`config.mk`:
```
export PLATFORM = sky130hd
export DESIGN_NAME = jtag_tap_ctrl
export DESIGN_NICKNAME = d
export VERILOG_FILES = /design/src/rtl/jtag_tap_ctrl.sv
export SDC_FILE = /design/constraint.sdc
export NUM_CORES = 1
export LEC_CHECK = 0
export ABC_AREA = 1
export CAP_MARGIN = 30
export CORE_MARGIN = 8
export CORE_UTILIZATION = 35
export CTS_CLUSTER_DIAMETER = 120
export CTS_CLUSTER_SIZE = 28
export DETAILED_ROUTE_END_ITERATION = 7
export GPL_ROUTABILITY_DRIVEN = 0
export GPL_TIMING_DRIVEN = 0
export SYNTH_ARGS = -nofsm -noshare
export SYNTH_HDL_FRONTEND = slang
export SYNTH_SLANG_ARGS = --single-unit
```
`constraint.sdc`:
```
create_clock -name TCK -period 1.5 [get_ports TCK]
set_input_delay 0.225 -clock TCK [delete_from_list [all_inputs] [get_ports TCK]]
set_output_delay 0.225 -clock TCK [all_outputs]
set_load 0.03 [all_outputs]
```
`src/rtl/jtag_tap_ctrl.sv`:
```
`default_nettype none
// ============================================================================
// Module   : jtag_tap_ctrl
// Brief    : IEEE 1149.1 TAP FSM, instruction register, BYPASS/IDCODE DRs and
//            TDO mux. Define JTAG_IDCODE_EN to include the IDCODE register.
// Revision : 1.0 - initial release
// ============================================================================
module jtag_tap_ctrl #(
    parameter int              IR_W       = 3,
    parameter logic [31:0]     IDCODE_VAL = 32'h1234_5001,
    parameter logic [IR_W-1:0] OP_SAMPLE  = IR_W'(3'b001),
    parameter logic [IR_W-1:0] OP_EXTEST  = IR_W'(3'b010),
    parameter logic [IR_W-1:0] OP_INTEST  = IR_W'(3'b011),
    parameter logic [IR_W-1:0] OP_IDCODE  = IR_W'(3'b100),
    parameter logic [IR_W-1:0] OP_BIST    = IR_W'(3'b101)
) (
    input  logic            TCK,
    input  logic            TRSTn,
    input  logic            TMS,
    input  logic            TDI,
    output logic            TDO,
    output logic            TDO_en,
    input  logic            ext_tdo,
    output logic [IR_W-1:0] ir_q,
    output logic            sel_sample,
    output logic            sel_extest,
    output logic            sel_intest,
    output logic            sel_bist,
    output logic            capture_dr,
    output logic            shift_dr,
    output logic            update_dr,
    output logic [3:0]      tap_state,
    output logic            tlr
);

    typedef enum logic [3:0] {
        S_TLR     = 4'hF, S_RTI     = 4'hC,
        S_SEL_DR  = 4'h7, S_CAP_DR  = 4'h6, S_SH_DR  = 4'h2, S_EX1_DR = 4'h1,
        S_PAU_DR  = 4'h3, S_EX2_DR  = 4'h0, S_UPD_DR = 4'h5,
        S_SEL_IR  = 4'h4, S_CAP_IR  = 4'hE, S_SH_IR  = 4'hA, S_EX1_IR = 4'h9,
        S_PAU_IR  = 4'hB, S_EX2_IR  = 4'h8, S_UPD_IR = 4'hD
    } tap_state_t;

`ifdef JTAG_IDCODE_EN
    localparam logic [IR_W-1:0] c_ir_rst = OP_IDCODE;
`else
    localparam logic [IR_W-1:0] c_ir_rst = {IR_W{1'b1}};
`endif

    tap_state_t      r_state;
    tap_state_t      w_state_nxt;
    logic [IR_W-1:0] r_ir_sh;
    logic [IR_W-1:0] r_ir_q;
    logic            r_byp;
    logic            w_sel_id;
    logic            w_id_tdo;
    logic            w_sel_ext;
    logic            w_sel_byp;
    logic            w_dr_tdo;

    always_ff @(posedge TCK or negedge TRSTn) begin
        if (!TRSTn) r_state <= S_TLR;
        else        r_state <= w_state_nxt;
    end

    always_comb begin
        w_state_nxt = r_state;
        case (r_state)
            S_TLR:    w_state_nxt = TMS ? S_TLR    : S_RTI;
            S_RTI:    w_state_nxt = TMS ? S_SEL_DR : S_RTI;
            S_SEL_DR: w_state_nxt = TMS ? S_SEL_IR : S_CAP_DR;
            S_CAP_DR: w_state_nxt = TMS ? S_EX1_DR : S_SH_DR;
            S_SH_DR:  w_state_nxt = TMS ? S_EX1_DR : S_SH_DR;
            S_EX1_DR: w_state_nxt = TMS ? S_UPD_DR : S_PAU_DR;
            S_PAU_DR: w_state_nxt = TMS ? S_EX2_DR : S_PAU_DR;
            S_EX2_DR: w_state_nxt = TMS ? S_UPD_DR : S_SH_DR;
            S_UPD_DR: w_state_nxt = TMS ? S_SEL_DR : S_RTI;
            S_SEL_IR: w_state_nxt = TMS ? S_TLR    : S_CAP_IR;
            S_CAP_IR: w_state_nxt = TMS ? S_EX1_IR : S_SH_IR;
            S_SH_IR:  w_state_nxt = TMS ? S_EX1_IR : S_SH_IR;
            S_EX1_IR: w_state_nxt = TMS ? S_UPD_IR : S_PAU_IR;
            S_PAU_IR: w_state_nxt = TMS ? S_EX2_IR : S_PAU_IR;
            S_EX2_IR: w_state_nxt = TMS ? S_UPD_IR : S_SH_IR;
            S_UPD_IR: w_state_nxt = TMS ? S_SEL_DR : S_RTI;
            default:  w_state_nxt = S_TLR;
        endcase
    end

    // Entering TLR reloads the reset instruction on the same edge, so ir_q is
    // already correct in the first TLR cycle.
    always_ff @(posedge TCK or negedge TRSTn) begin
        if (!TRSTn) begin
            r_ir_sh <= '0;
            r_ir_q  <= c_ir_rst;
        end else begin
            if (r_state == S_CAP_IR)     r_ir_sh <= IR_W'(1);
            else if (r_state == S_SH_IR) r_ir_sh <= {TDI, r_ir_sh[IR_W-1:1]};
            if (w_state_nxt == S_TLR)     r_ir_q <= c_ir_rst;
            else if (r_state == S_UPD_IR) r_ir_q <= r_ir_sh;
        end
    end

    always_ff @(posedge TCK or negedge TRSTn) begin
        if (!TRSTn)                                r_byp <= 1'b0;
        else if (w_sel_byp && r_state == S_CAP_DR) r_byp <= 1'b0;
        else if (w_sel_byp && r_state == S_SH_DR)  r_byp <= TDI;
    end

`ifdef JTAG_IDCODE_EN
    logic [31:0] r_id_sh;

    always_ff @(posedge TCK or negedge TRSTn) begin
        if (!TRSTn)                               r_id_sh <= '0;
        else if (w_sel_id && r_state == S_CAP_DR) r_id_sh <= IDCODE_VAL;
        else if (w_sel_id && r_state == S_SH_DR)  r_id_sh <= {TDI, r_id_sh[31:1]};
    end

    assign w_sel_id = (r_ir_q == OP_IDCODE);
    assign w_id_tdo = r_id_sh[0];
`else
    assign w_sel_id = 1'b0;
    assign w_id_tdo = 1'b0;
`endif

    assign sel_sample = (r_ir_q == OP_SAMPLE);
    assign sel_extest = (r_ir_q == OP_EXTEST);
    assign sel_intest = (r_ir_q == OP_INTEST);
    assign sel_bist   = (r_ir_q == OP_BIST);
    assign w_sel_ext  = sel_sample | sel_extest | sel_intest | sel_bist;
    assign w_sel_byp  = ~w_sel_ext & ~w_sel_id;

    always_comb begin
        w_dr_tdo = r_byp;
        if (w_sel_ext)     w_dr_tdo = ext_tdo;
        else if (w_sel_id) w_dr_tdo = w_id_tdo;
    end

    // TDO holds its last value outside the shift states.
    always_ff @(negedge TCK or negedge TRSTn) begin
        if (!TRSTn) begin
            TDO    <= 1'b0;
            TDO_en <= 1'b0;
        end else begin
            TDO_en <= (r_state == S_SH_IR) || (r_state == S_SH_DR);
            if (r_state == S_SH_IR)      TDO <= r_ir_sh[0];
            else if (r_state == S_SH_DR) TDO <= w_dr_tdo;
        end
    end

    assign ir_q       = r_ir_q;
    assign tap_state  = r_state;
    assign tlr        = (r_state == S_TLR);
    assign capture_dr = (r_state == S_CAP_DR);
    assign shift_dr   = (r_state == S_SH_DR);
    assign update_dr  = (r_state == S_UPD_DR);

endmodule
`default_nettype wire
```
==> impl_metrics.tcl <==
set metrics [dict create \
    avgSynthCellArea_sq_um 7.47 \
    final_cell_mix "nand2_1 (20), buf_6 (13), buf_4 (13)" \
    grt_pass1_vias 715 \
    worst_pin_slew_ns 0.558 \
    synth_fp_nets 102 \
    ys_warn_count 0 \
    num_antenna_cells 0 \
    seq_area_frac_synth_pct 46.1 \
    hold_class "in -> async" \
    dr_total_vias 768 \
    viasPerCell 4.63 \
    fin_cells 166 \
    clock_sinks 13 \
    slew_viol_final 0 \
    path_max_fanout 4 \
    p_per_area_nw_per_um2 2580 \
    core-area_sq_um 1960 \
    rows 16 \
    die_h_microns 61.5 \
    drtIter0Drc 14 \
    die-width_microns 61.5 \
    dp_cells 145 \
    irDropWorstVdd_mv 1.48 \
    htree_levels 1 \
    status "complete, but fails checks" \
    synth_cell_types 20 \
    placed_area_sq_um 971 \
    cp_data_required_time_ns 0.89 \
    first_pass_iters 5 \
    final_common_cell "nand2_1" \
    root_buffer "clkbuf_4" \
    finalSetupViolations 12 \
    clockBufferDepth 2 \
    r2r_slack_ns -0.46 \
    hpwl_mm 1.31 \
    die-area_sq_um 3780 \
    drive_gt1_share_pct 50.4 \
    r2r_end "TDO" \
    cts_tree "built" \
    avgRoutedWirePerCell_microns 12.7 \
    synth_area_sq_um 724 \
    cap_viol_max_count 0 \
    start_util_pct 36.9 \
    grtUsageTotal_pct 11.0 \
    grt_overflow 0 \
    critPathKind "reg -> reg" \
    cp.arrival_ns 1.34 \
    io_pins 22 \
    route.detailed.drc 0 \
    nets 145 \
    clk_latency_ns 0.28 \
    ys_seq_elements 13 \
    p_leak_nw 0.603 \
    ant_nets 0 \
    crit_path_end_kind "flip-flop" \
    hold_viol_final 0 \
    relSlewSlack_pct 62.7 \
    place.port_buffers 21 \
    rsz0062_at_grt "yes" \
    start_kind "flip-flop" \
    cts_inserted_buffers 3 \
    area_growth_pct 65.8 \
    stdcell_area_sq_um 1200 \
    clk_pin_slew_worst_paths_ns 0.09 \
    violations "setup timing" \
    r2r_start "tap_state[2]" \
    hold_buffers 0 \
    antenna_found_initial 0 \
    worstRegToRegCells 5 \
    wl_mm 2.11 \
    tns_ns -1.98 \
    finClkSkew_ns 0.00620 \
    setup_slack_ns -0.456 \
    grt_pass1_wl_mm 3.01 \
    grt_max_degree 14 \
    synthCells 97 \
]
stage by stage:
| stage | power (mW) | hold slack, ns | setup WS [ns] | utilization [%] |
|---|---|---|---|---|
| CTS | 2.74 | 0.328 | -0.443 | 55.5 |
| global placement | 2.25 | 0.497 | -0.557 | 49.5 |
| finish | 3.10 | 0.294 | -0.456 | 61.2 |
| global route | 3.30 | 0.353 | -0.508 | 61.2 |
| floorplan | 1.75 | -0.0706 | -0.563 | - |
| detailed placement | 2.26 | 0.503 | -0.542 | 49.5 |
worst max-delay path by stage:
stage	depth (start not counted)	slack (ns)	to	from
after CTS	5	-0.44	TDO	tap_state[0]
after detailed placement	5	-0.54	TDO	tap_state[1]
after floorplan	5	-0.56	TDO	tap_state[2]
after global routing	5	-0.51	TDO	tap_state[2]
final	5	-0.46	TDO	tap_state[2]
after global placement	5	-0.56	TDO	tap_state[1]
cell usage after synthesis, drive strengths merged:
| cell type | n | share of area [%] |
|---|---|---|
| nand2 | 30 | 17 |
| inv | 16 | 8.3 |
| nor2 | 14 | 9.3 |
| nand3 | 9 | 7.6 |
| o21ai | 8 | 5.5 |
| dfstp | 7 | 25 |
| dfrtp | 4 | 14 |
| dfrtn | 2 | 6.9 |
| a21boi | 1 | 1.0 |
| a21oi | 1 | 0.69 |
| a2bb2oi | 1 | 1.2 |
| clkinv | 1 | 0.52 |
| nor3 | 1 | 0.69 |
| o22ai | 1 | 0.86 |
| or2 | 1 | 0.86 |
layer usage:
layer | global-route usage, % | routed length [microns] | part of all wire [%]
met5 | 0 | 0 | 0
met3 | 3.34 | 144 | 6.8
met1 | 12.1 | 882 | 42
met4 | 6.82 | 56 | 2.7
met2 | 17.9 | 1030 | 49
area by class of cell:
type	count	area, sq um
flip-flops and latches	13	334
repair buffers	38	342
inverters	17	66.3
fillers	188	761
well taps	27	33.8
clock buffers	4	26.3
multi-input cells	67	399
power by group:
group / switching (mW) / internal, mW
registers: 0.141 / 0.583
logic: 1.24 / 0.904
clock network: 0.124 / 0.103
total: 1.51 / 1.59
kinds of logic (layout without fill, tap and decap cells):
| family | Yosys count | count (layout) | synth area share (%) |
|---|---|---|---|
| compound gates | 12 | 12 | 9.33 |
| buf+inv | 17 | 59 | 8.81 |
| flops | 13 | 13 | 46.1 |
| simple gates | 55 | 55 | 35.8 |
flip-flops by register name, summed over array words and instances, names as in the netlist:
name       cells
tap_state      4
TDO            1
TDO_en         1
r_ir_sh        3
ir_q           3
r_byp          1
worst max-delay path, cell delays in order (launching register included):
cell and delay [ns]:
dfstp_2 0.57, inv_4 0.05, nand2_4 0.07, inv_2 0.03
or2_0 0.18, a21boi_2 0.15
what timing repair did:
item / in CTS / in global routing
pin swaps: 2 / 6
setup buffers: 12 / 5
endpoints found under the hold margin: 0 / 0
endpoints found under the setup margin: 19 / 16
gates resized for setup: 88 / 34
gates cloned: 0 / 0
No activity file was read; power rests on OpenSTA's default activity.
